**config.mk**
```make
export PLATFORM = sky130hd
export DESIGN_NAME = expr_tx
export DESIGN_NICKNAME = d
export VERILOG_FILES = /design/src/rtl/expr_tx.sv
export SDC_FILE = /design/constraint.sdc
export NUM_CORES = 1
export LEC_CHECK = 0
export BUFFER_PORTS_ARGS = -buffer_cell sky130_fd_sc_hd__clkbuf_2
export CORE_MARGIN = 10
export CORE_UTILIZATION = 40
export CTS_CLUSTER_DIAMETER = 150
export CTS_CLUSTER_SIZE = 12
export DETAILED_ROUTE_END_ITERATION = 8
export GPL_ROUTABILITY_DRIVEN = 1
export PLACE_DENSITY_LB_ADDON = 0.25
export SLEW_MARGIN = 5
export SYNTH_ARGS = -nofsm -noshare
export SYNTH_HDL_FRONTEND = slang
export SYNTH_SLANG_ARGS = --single-unit
export TNS_END_PERCENT = 20
```
**constraint.sdc**
```tcl
create_clock -name clk -period 3 [get_ports clk]
set_clock_uncertainty 0.1 [all_clocks]
set_input_delay 0 -clock clk [delete_from_list [all_inputs] [get_ports clk]]
set_output_delay 0 -clock clk [all_outputs]
set_load 0.05 [all_outputs]
```
**src/rtl/expr_tx.sv**
```systemverilog
// Serializes a packed digit/operator expression into ASCII characters, one per
// valid/ready transfer, flagging completion with done and rejected loads with err.
module expr_tx #(
   parameter int unsigned MAX_TERMS = 4,
   parameter int unsigned CNT_W     = 3
) (
   input  logic                   clk,
   input  logic                   clr,
   input  logic                   start,
   input  logic [4*MAX_TERMS-1:0] digits,
   input  logic [MAX_TERMS-2:0]   ops,
   input  logic [CNT_W-1:0]       nterms,
   output logic [7:0]             out,
   output logic                   out_valid,
   input  logic                   out_ready,
   output logic                   busy,
   output logic                   done,
   output logic                   err
);

   typedef enum logic [2:0] {StIdle, StDigit, StOp, StDone, StErr} state_e;

   state_e                 state;
   logic [CNT_W-1:0]       idx;
   logic [CNT_W-1:0]       idx_nxt;
   logic [CNT_W-1:0]       nt_q;
   logic [4*MAX_TERMS-1:0] dig_q;
   logic [MAX_TERMS-2:0]   ops_q;
   logic                   load_bad;
   logic                   last;
   logic                   cur_op;
   logic [3:0]             nxt_dig;

   // Only digits below nterms are checked; higher slots are don't-care.
   always_comb begin
      load_bad = (nterms == '0) || (nterms > CNT_W'(MAX_TERMS));
      for (int i = 0; i < MAX_TERMS; i++) begin
         if ((CNT_W'(i) < nterms) && (digits[4*i +: 4] > 4'd9)) load_bad = 1'b1;
      end
   end

   assign idx_nxt = idx + 1'b1;
   assign last    = (idx == nt_q - 1'b1);

   always_comb begin
      nxt_dig = '0;
      cur_op  = 1'b0;
      for (int i = 0; i < MAX_TERMS; i++) begin
         if (idx_nxt == CNT_W'(i)) nxt_dig = dig_q[4*i +: 4];
      end
      for (int i = 0; i < MAX_TERMS - 1; i++) begin
         if (idx == CNT_W'(i)) cur_op = ops_q[i];
      end
   end

   always_ff @(posedge clk or negedge clr) begin
      if (!clr) begin
         state     <= StIdle;
         idx       <= '0;
         nt_q      <= '0;
         dig_q     <= '0;
         ops_q     <= '0;
         out       <= 8'h00;
         out_valid <= 1'b0;
         busy      <= 1'b0;
         done      <= 1'b0;
         err       <= 1'b0;
      end else begin
         done <= 1'b0;
         err  <= 1'b0;
         case (state)
            StIdle: begin
               if (start) begin
                  dig_q <= digits;
                  ops_q <= ops;
                  nt_q  <= nterms;
                  idx   <= '0;
                  busy  <= 1'b1;
                  if (load_bad) begin
                     state <= StErr;
                     err   <= 1'b1;
                  end else begin
                     state     <= StDigit;
                     out       <= 8'h30 + {4'h0, digits[3:0]};
                     out_valid <= 1'b1;
                  end
               end
            end
            StDigit: begin
               if (out_ready) begin
                  if (last) begin
                     state     <= StDone;
                     out       <= 8'h00;
                     out_valid <= 1'b0;
                     done      <= 1'b1;
                  end else begin
                     state <= StOp;
                     out   <= cur_op ? 8'h2A : 8'h2B;
                  end
               end
            end
            StOp: begin
               if (out_ready) begin
                  idx   <= idx_nxt;
                  state <= StDigit;
                  out   <= 8'h30 + {4'h0, nxt_dig};
               end
            end
            StDone, StErr: begin
               state <= StIdle;
               busy  <= 1'b0;
            end
            default: state <= StIdle;
         endcase
      end
   end

endmodule

```
==> impl_metrics.csv <==
group,metric,value,unit
run_status,status,"finished, final reports clean",
synth,yosysSeqAreaShare,47.86,%
critical_path,path_max_fanout,7,
layout,finish.net_count,261,
sta,fin_setup_tns,0,ps
detailed_routing,via_per_inst,4.956,
global_route,antenna_found_initial,0,
power,power_density,891.8,nW/um^2
detailed_routing,drt_iter0_drc,74,
hold_path,hold_path.class,"in -> async",
synth,syn_area,1987,um^2
detailed_routing,highest_layer,"met4",
power,p_leak,1.146,nW
detailed_routing,drc,0,
floorplanning,core_area,4755,um^2
power,ir_drop,0.4431,mV
clock_tree,clk_latency,280,ps
layout,layout-drive-gt1-share,32.17,%
sta,setup_violations,0,
sta,tightest_slew,954.4,ps
detailed_routing,wl,4450,um
synth,netlist.area_leader.share,47.86,%
placement,dp_slack,728.3,ps
detailed_routing,vias,1472,
clock_tree,root_buffer,"clkbuf_8",
critical_path,cpPeakStageDelay,480,ps
global_route,grt.total_usage,11.70,%
synth,async_flop_share,100.0,%
floorplanning,dieHeight,90.48,um
layout,num_antenna_cells,0,
detailed_routing,met2_wirelength,2219,um
flow_run,drv_cap,0,
synth,synth_edf_count,0,
critical_path,worst_path_most_repeated_cell,"ha_1",
global_route,grt_start_max_net_pins,39,
clock_tree,cts_buffer_depth,2,
sta,fmax,441.2,MHz
critical_path,crit_path_start_kind,"register",
critical_path,reg2reg_to,"out[3]$_DFFE_PN0P_",
synth,avgSynthCellArea,11.76,um^2
clock_tree,cts_tree,"done",
clock_tree,post_cts_buffers,0,
sta,fin_ws,733.6,ps
critical_path,cp-end-kind,"register",
placement,dp_hpwl,3213,um
detailed_routing,met3WireLength,190,um
synth,syn_inst,169,
detailed_routing,wl_met1,2017,um
synth,yosysTopAreaCell,"dfrtp_1",
critical_path,cp.required,3070,ps
synth,ys_ff_latch,38,
sta,slew_headroom,36.37,%
layout,synthToLayoutAreaGrowth,29.72,%
floorplanning,io-pin-count,38,
detailed_routing,dr.pass1.iters,6,
layout,final_common_cell,"dfrtp_1",
floorplanning,die_area,8187,um^2
placement,gp_congestion,0.7535,
placement,io_buffers,35,
detailed_routing,wire_per_inst,14.98,um
clock_tree,cts-buffers-inserted,5,
critical_path,r2r-start,"idx[1]$_DFFE_PN0P_",
sta,finalCritPeriodShare,75.55,%
sta,period_needed,2266,ps
clock_tree,clk_pin_slew,70,ps
synth,synth.distinct_cells,46,
floorplanning,initial_core_util,41.79,%
floorplanning,die_w,90.48,um
power,total_power,0.002299,W
global_route,grt_pass1_vias,1642,
detailed_routing,ant_nets,0,
sta,final_hold_viol_count,0,
clock_tree,cts_max_level,2,
critical_path,slowest_stage,"dfrtp_1",
clock_tree,cts.sinks,38,
synth,synth-main-ff-cell,"dfrtp_1",
synth,yosysWarnings,0,
critical_path,path_class,"reg -> reg",
layout,layout_common_cells,"dfrtp_1, clkbuf_2, dlygate4sd3_1",
critical_path,ff2ff_setup_slack,730,ps
floorplanning,row_count,25,
critical_path,crit_chain,"ha_1 -> ha_1 -> o21a_1 -> o2bb2ai_1 -> a221o_1 -> mux2_2",
critical_path,arrival,2340,ps
global_route,grt_pass1_wl,8045,um
global_route,grt_overflow,0,
synth,yosys-top-cells-area,"dfrtp_1, mux2_2, ha_1",
sta,rsz0062_at_grt,"false",
sta,slew_viol_final,0,
critical_path,rr_worst_depth,6,
worst max path at each step:
stage | from | endpoint | slack (ps) | depth (start not counted)
final | idx[1]$_DFFE_PN0P_ | out[3]$_DFFE_PN0P_ | 730 | 6
after global routing | idx[1]$_DFFE_PN0P_ | out[1]$_DFFE_PN0P_ | 610 | 6
after CTS | idx[1]$_DFFE_PN0P_ | out[3]$_DFFE_PN0P_ | 720 | 6
after detailed placement | idx[1]$_DFFE_PN0P_ | out[3]$_DFFE_PN0P_ | 730 | 6
after global placement | idx[1]$_DFFE_PN0P_ | out[3]$_DFFE_PN0P_ | 770 | 6
after floorplan | idx[1]$_DFFE_PN0P_ | out[3]$_DFFE_PN0P_ | 860 | 6
registers in the layout, indices dropped and copies added, names as in the netlist:
signal	cells
err	1
ops_q	3
out	6
state	3
busy	1
nt_q	3
dig_q	16
out_valid	1
done	1
idx	3
through the flow:
stage | instances | area (um^2) | util [%] | hold slack, ps
3_5_place_dp | 264 | 2217 | 46.63 | 103.5
2_1_floorplan | 170 | 1991 | - | -395.6
4_1_cts | 297 | 2577 | 54.21 | 334.1
6_report | 297 | 2577 | 54.21 | 291.2
3_3_place_gp | 264 | 2217 | 46.63 | 100.9
5_1_grt | 297 | 2577 | 54.21 | 377.8
layer usage:
| layer | GRT usage, % | vias up |
|---|---|---|
| li1 | - | 729 |
| met1 | 14.00 | 715 |
| met2 | 20.19 | 26 |
| met3 | 2.909 | 2 |
| met4 | 3.183 | 0 |
| met5 | 0 | - |
critical path, delay by kind of cell, from the launching register on:
family / cells / cell delay [ps]
adder cells (fa/ha/maj): 2 / 590
flip-flops: 1 / 480
multiplexers: 1 / 250
AO/OA/AOI/OAI: 3 / 740
what timing repair did:
| item | in CTS | in global routing |
|---|---|---|
| gates resized for setup | 0 | 0 |
| hold endpoints to repair | 63 | 0 |
| hold buffers | 25 | 0 |
cell families (layout without fill, tap and decap cells):
| logic type | after synthesis | count (layout) | synth area share, % |
|---|---|---|---|
| and+or+nand+nor | 31 | 31 | 9.006 |
| muxes | 24 | 24 | 13.48 |
| adders and majority gates | 6 | 6 | 3.778 |
| buffers and inverters | 19 | 79 | 4.345 |
| xor gates and xnor gates | 3 | 3 | 3.023 |
| other | 1 | 2 | 0.1887 |
| DFF | 38 | 38 | 47.86 |
| AOI/OAI and AO/OA | 47 | 47 | 18.33 |
power by group:
group / switching [W] / internal (W) / leakage [nW] / total, W
clock network: 0.000172 / 0.000232 / 0.0575 / 0.000404
registers: 0.000158 / 0.000731 / 0.454 / 0.000888
logic: 0.000553 / 0.000454 / 0.634 / 0.00101
total: 0.000882 / 0.00142 / 1.15 / 0.00230
Yosys cell counts, types with 2 or more instances:
| master | count |
|---|---|
| mux2_2 | 19 |
| dfrtp_1 | 38 |
| o2bb2ai_1 | 2 |
| o21a_1 | 5 |
| a221oi_1 | 4 |
| nor2b_1 | 2 |
| nand3_1 | 2 |
| nor2_2 | 3 |
| inv_1 | 10 |
| o21ai_0 | 10 |
| nand2_1 | 8 |
| nand2b_1 | 5 |
| buf_4 | 2 |
| buf_2 | 6 |
| ha_1 | 6 |
| a32o_1 | 2 |
| mux2i_1 | 2 |
| nor2_1 | 5 |
| mux2_1 | 3 |
| a21oi_1 | 6 |
| a221o_1 | 4 |
area by class of cell:
cell class	instances	area [um^2]
Inverter	10	37.54
Timing Repair Buffer	61	432.9
Fill cell	423	2177
Sequential cell	38	950.9
Clock buffer	8	110.1
Tap cell	67	83.83
Multi-Input combinational cell	113	962.2
No activity file was read; power rests on OpenSTA's default activity.
